$ cat config.mk
export PLATFORM = sky130hd
export DESIGN_NAME = disparity_readout
export DESIGN_NICKNAME = d
export VERILOG_FILES = /design/src/rtl/disparity_readout.sv
export SDC_FILE = /design/constraint.sdc
export NUM_CORES = 1
export LEC_CHECK = 0
export BUFFER_PORTS_ARGS = -buffer_cell sky130_fd_sc_hd__buf_2
export CORE_MARGIN = 2
export CORE_UTILIZATION = 59
export CTS_CLUSTER_SIZE = 24
export DETAILED_ROUTE_END_ITERATION = 8
export GPL_ROUTABILITY_DRIVEN = 0
export PLACE_DENSITY_LB_ADDON = 0.15
export SYNTH_ARGS = -nofsm -noshare
export SYNTH_HDL_FRONTEND = slang
export SYNTH_SLANG_ARGS = --single-unit
$ cat constraint.sdc
create_clock -name clk_100mhz -period 2.5 [get_ports clk_100mhz]
set_input_delay 0.375 -clock clk_100mhz [delete_from_list [all_inputs] [get_ports clk_100mhz]]
set_output_delay 0.375 -clock clk_100mhz [all_outputs]
set_load 0.005 [all_outputs]
$ cat src/rtl/disparity_readout.sv
// disparity_readout: streams a finished disparity frame out of BRAM through a credit-controlled skid FIFO.
// Define DISPARITY_SCALE_EN to stretch disparities x4 (saturating at 255) before they enter the FIFO.
module disparity_readout #(
    parameter int IMG_W = 240,
    parameter int IMG_H = 320,
    parameter int RD_LATENCY = 2,
    parameter int FIFO_DEPTH = 4,
    localparam int AW = $clog2(IMG_W * IMG_H),
    localparam int XW = $clog2(IMG_W),
    localparam int YW = $clog2(IMG_H),
    localparam int PW = $clog2(FIFO_DEPTH),
    localparam int CW = PW + 1
) (
    input  logic          clk_100mhz,
    input  logic          sys_rst,
    input  logic          frame_done_in,
    input  logic [7:0]    ssd_dout,
    output logic          reading,
    output logic [AW-1:0] ssd_addr_out,
    output logic [7:0]    pixel_out,
    output logic          pixel_valid_out,
    input  logic          ready_in,
    output logic [XW-1:0] x_out,
    output logic [YW-1:0] y_out,
    output logic          last_out,
    output logic          frame_done_out
);
    typedef enum logic [1:0] {IDLE, READ, DRAIN} state_t;
    state_t state;
    logic pending;
    logic [XW-1:0] x;
    logic [YW-1:0] y;
    logic [RD_LATENCY-1:0] dl_v;
    logic [RD_LATENCY-1:0] dl_l;
    logic [XW-1:0] dl_x [RD_LATENCY];
    logic [YW-1:0] dl_y [RD_LATENCY];
    logic [7:0] mem_pix [FIFO_DEPTH];
    logic [XW-1:0] mem_x [FIFO_DEPTH];
    logic [YW-1:0] mem_y [FIFO_DEPTH];
    logic mem_l [FIFO_DEPTH];
    logic [PW-1:0] wr_ptr;
    logic [PW-1:0] rd_ptr;
    logic [CW-1:0] occupancy;
    logic [7:0] din;
    logic row_end;
    logic at_end;
    logic issue;
    logic push;
    logic pop;

    // Credit counts both stored entries and reads still in the BRAM pipe, so a push always has room.
    always_comb begin
        row_end = x == XW'(IMG_W - 1);
        at_end = row_end && y == YW'(IMG_H - 1);
        issue = state == READ && int'(occupancy) + $countones(dl_v) < FIFO_DEPTH;
        push = dl_v[RD_LATENCY-1];
        pop = pixel_valid_out && ready_in;
`ifdef DISPARITY_SCALE_EN
        din = ssd_dout[7:6] != 2'b00 ? 8'hff : {ssd_dout[5:0], 2'b00};
`else
        din = ssd_dout;
`endif
    end

    assign reading = state != IDLE;
    assign pixel_valid_out = occupancy != '0;
    assign pixel_out = pixel_valid_out ? mem_pix[rd_ptr] : '0;
    assign x_out = pixel_valid_out ? mem_x[rd_ptr] : '0;
    assign y_out = pixel_valid_out ? mem_y[rd_ptr] : '0;
    assign last_out = pixel_valid_out ? mem_l[rd_ptr] : 1'b0;

    always_ff @(posedge clk_100mhz) begin
        if (sys_rst) begin
            state <= IDLE;
            pending <= 1'b0;
            x <= '0;
            y <= '0;
            ssd_addr_out <= '0;
            dl_v <= '0;
            dl_l <= '0;
            for (int i = 0; i < RD_LATENCY; i++) begin
                dl_x[i] <= '0;
                dl_y[i] <= '0;
            end
            wr_ptr <= '0;
            rd_ptr <= '0;
            occupancy <= '0;
            frame_done_out <= 1'b0;
        end else begin
            frame_done_out <= pop && last_out;
            if (state == IDLE && (frame_done_in || pending)) begin
                state <= READ;
                pending <= 1'b0;
            end else if (state == READ && issue && at_end) begin
                state <= DRAIN;
            end else if (state == DRAIN && frame_done_out && dl_v == '0 && occupancy == '0) begin
                state <= IDLE;
            end
            if (state != IDLE && frame_done_in)
                pending <= 1'b1;
            if (issue) begin
                ssd_addr_out <= at_end ? '0 : ssd_addr_out + 1'b1;
                x <= row_end ? '0 : x + 1'b1;
                y <= !row_end ? y : at_end ? '0 : y + 1'b1;
            end
            dl_v <= RD_LATENCY'({dl_v, issue});
            dl_l <= RD_LATENCY'({dl_l, issue && at_end});
            dl_x[0] <= x;
            dl_y[0] <= y;
            for (int i = 1; i < RD_LATENCY; i++) begin
                dl_x[i] <= dl_x[i-1];
                dl_y[i] <= dl_y[i-1];
            end
            if (push) begin
                mem_pix[wr_ptr] <= din;
                mem_x[wr_ptr] <= dl_x[RD_LATENCY-1];
                mem_y[wr_ptr] <= dl_y[RD_LATENCY-1];
                mem_l[wr_ptr] <= dl_l[RD_LATENCY-1];
                wr_ptr <= wr_ptr + 1'b1;
            end
            if (pop)
                rd_ptr <= rd_ptr + 1'b1;
            occupancy <= occupancy + CW'(push) - CW'(pop);
        end
    end
endmodule
==> impl_metrics.py <==
metrics = {
    "sta": {
        "fin_crit_sh_pct": 89.15,
        "rsz0062_at_grt": "no",
        "finalSetupViolations": 0,
        "final_period_minus_worst_setup_slack_ns": 2.229,
        "report.final.hold_viol_count": 0,
        "worst_pin_slew_ns": 0.5781,
        "maxSlewViolCount": 0,
        "max_freq_mhz": 448.7,
        "setup_total_negative_slack_ns": 0,
        "final.setup_skew_ns": 0.01285,
        "relSlewSlack_pct": 61.32,
    },
    "die": {
        "die_width_um": 115.6,
        "floorplan.initialDensity_pct": 60.93,
        "ioPinCount": 58,
        "floorplan.die_area_sq_um": 13370,
        "fp.coreArea_sq_um": 12060,
        "num_rows": 40,
        "die_height_um": 115.6,
    },
    "grt": {
        "antenna_found_initial": 0,
        "grt_max_degree": 54,
        "overflow": 0,
        "grtUsageTotal_pct": 20.73,
        "grt_pass1_vias": 4215,
        "first_pass_grt_wire_length_mm": 20.93,
    },
    "clocking": {
        "h-tree-depth": 4,
        "cts_root_buf": "clkbuf_16",
        "cts_buffer_depth": 2,
        "cts.clk_slew.worst_paths_ns": 0.06,
        "cts_resized": 0,
        "hold_buffers": 0,
        "tritoncts": "built",
        "cts.sinks": 189,
        "tritoncts.num_buffers": 17,
        "postCtsSetupRepairBufs": 0,
        "clock_insertion_delay_worst_skew_ns": 0.43,
    },
    "placement": {
        "post-place-cells": 745,
        "detailed_place.area_sq_um": 7875,
        "io_buffers": 57,
        "hpwl_mm": 7.963,
    },
    "layout": {
        "final_cells": 777,
        "layout.cell_area.non_filler_sq_um": 8489,
        "multiInputGateArea_sq_um": 2375,
        "growth_of_design_area_from_synthesis_to_finish_pct": 15.51,
        "mostFrequentLayoutCells": "104 x edfxtp_1, 84 x dfxtp_1, 57 x buf_2",
        "post_route_cells_drive_above_1_share_pct": 22.99,
        "layout.area.seq_sq_um": 4826,
        "antenna-diode-count": 0,
        "final_common_cell": "edfxtp_1",
        "design.final.nets": 620,
        "num-fill-cells": 845,
    },
    "setup_path": {
        "cp-end-kind": "primary output",
        "worst_ep_required_time_ns": 2.12,
        "crit_family": "multiplexers",
        "path_cells": "buf_12, mux4_2, and2_1, buf_2",
        "crit_buf_inv": 2,
        "crit_slowest_cell": "mux4_2",
        "path_max_fanout": 26,
        "max_stage_delay_ns": 0.55,
        "critPathKind": "flop to primary output",
        "worst_setup_path_start_kind": "flop",
        "cp.arrival_ns": 1.85,
    },
    "synthesis": {
        "yosys_warnings": 0,
        "synth.ff_latch_count": 189,
        "synth_area_leaders": "edfxtp_1 42%, dfxtp_1 23%, mux4_2 8.0%",
        "yosys.area.top_type_share_pct": 42.49,
        "most_instantiated_flip_flop_cell_in_the_synthesis_netlist": "edfxtp_1",
        "synth.yosys.seq_area_share_pct": 65.65,
        "synth_largest_area_cell": "edfxtp_1",
        "postSynthNetCount": 555,
        "netlist_instances": 531,
        "async_reset_ff_share_pct": 0,
        "synth-edff-count": 104,
        "synth.avg_cell_area_sq_um": 13.84,
        "syn-cell-area_sq_um": 7350,
        "netlist-cell-type-count": 55,
    },
    "power_and_ir_drop": {
        "report.power.total_mw": 7.557,
        "worst_ir_drop_vdd_uv": 374.5,
        "power_leakage_nw": 3.092,
        "power_density_nw_per_um2": 890.1,
    },
    "min_path": {
        "hold_path.class": "primary input to flop",
    },
    "route": {
        "drt-initial-drc-count": 416,
        "dr_total_vias": 4356,
        "first_pass_iters": 4,
        "vias_per_cell": 5.606,
        "wirelength_mm": 12.84,
        "final_antenna_net_count": 0,
        "wl_per_cell_um": 16.53,
        "drc_errors": 0,
    },
    "outcome": {
        "outcome": "complete, no violations",
    },
    "run": {
        "cap_violations": 0,
    },
}
[Yosys cell counts (all sizes together), types with 3 or more instances]
library cell	count
clkbuf	15
and3	3
nor2	31
a21o	3
a31oi	4
edfxtp	104
dfxtp	85
ha	11
xor2	6
o21ai	24
nor3	9
nand4	5
xnor2	7
nor2b	40
and2	33
or3	3
nand3	13
mux4	26
a21oi	24
o31ai	5
nand2	15
buf	11
nor4	4
inv	11
or4	11
nand4b	4
[path summary, 6_finish.rpt]
path                startpoint  slack [ns]             to  cells after the start
setup reg to reg  occupancy[1]        0.31   occupancy[2]                      9
hold reg to reg     dl_y[0][7]        0.43    dl_y[0][16]                      1
hold / removal     ssd_dout[5]        0.16  mem_pix[2][5]                      1
setup / recovery          flop        0.27       x_out[4]                      4
[worst reg2reg max path: stages (launching register included)]
cell and delay (ns):
dfxtp_1 0.36, or3_1 0.37, and2_0 0.23, ha_1 0.30, inv_1 0.06, ha_1 0.13
inv_1 0.05, fa_1 0.37, xnor2_1 0.16, nor2_1 0.05
[through the flow]
step / util (%) / hold slack [ns] / worst slack [ns]
floorplan: - / 0.4138 / 0.4262
CTS: 70.38 / 0.1544 / 0.2264
finish: 70.38 / 0.1642 / 0.2711
detailed placement: 65.29 / 0.4248 / 0.3139
global placement: 65.29 / 0.4177 / 0.3625
global route: 70.38 / 0.1563 / 0.1643
[power breakdown]
| group | internal (mW) | switching [mW] | total [mW] | leakage [nW] |
|---|---|---|---|---|
| sequential | 3.33 | 0.0673 | 3.40 | 1.69 |
| combinational | 0.718 | 0.699 | 1.42 | 1.10 |
| clock | 1.58 | 1.15 | 2.74 | 0.307 |
[state kept, by name (all words and copies together), names as in the netlist, 3 cells and up, named ones only]
name	cells
x	8
mem_y	36
ssd_addr_out	17
occupancy	3
mem_l	4
dl_x	16
y	9
mem_x	32
dl_y	18
mem_pix	32
[area by class of cell]
class | instances | share of cell area (%)
sequential | 189 | 56.85
multi-input combinational | 305 | 27.97
clock buffer | 19 | 5.468
timing repair buffer | 72 | 4.982
tap | 168 | 2.476
clock inverter | 13 | 1.769
inverter | 11 | 0.4864
[per-layer routing]
metal / global-route usage, % / vias to the layer above / wire (um)
met1: 26.87 / 2147 / 5768
met4: 7.302 / 0 / 158
met3: 5.387 / 13 / 496
met2: 34.27 / 105 / 6420
met5: 0 / - / 0
li1: - / 2091 / -
[cell families after synthesis]
group           after synthesis  share of synthesized area (%)
mux                          28                          8.240
flops                       189                          65.65
fa+ha+maj                    12                          2.145
compound gates               71                          5.992
buf+inv                      37                          2.128
simple gates                181                          14.30
xor+xnor                     13                          1.549
Power figures use the tool's default switching activity.
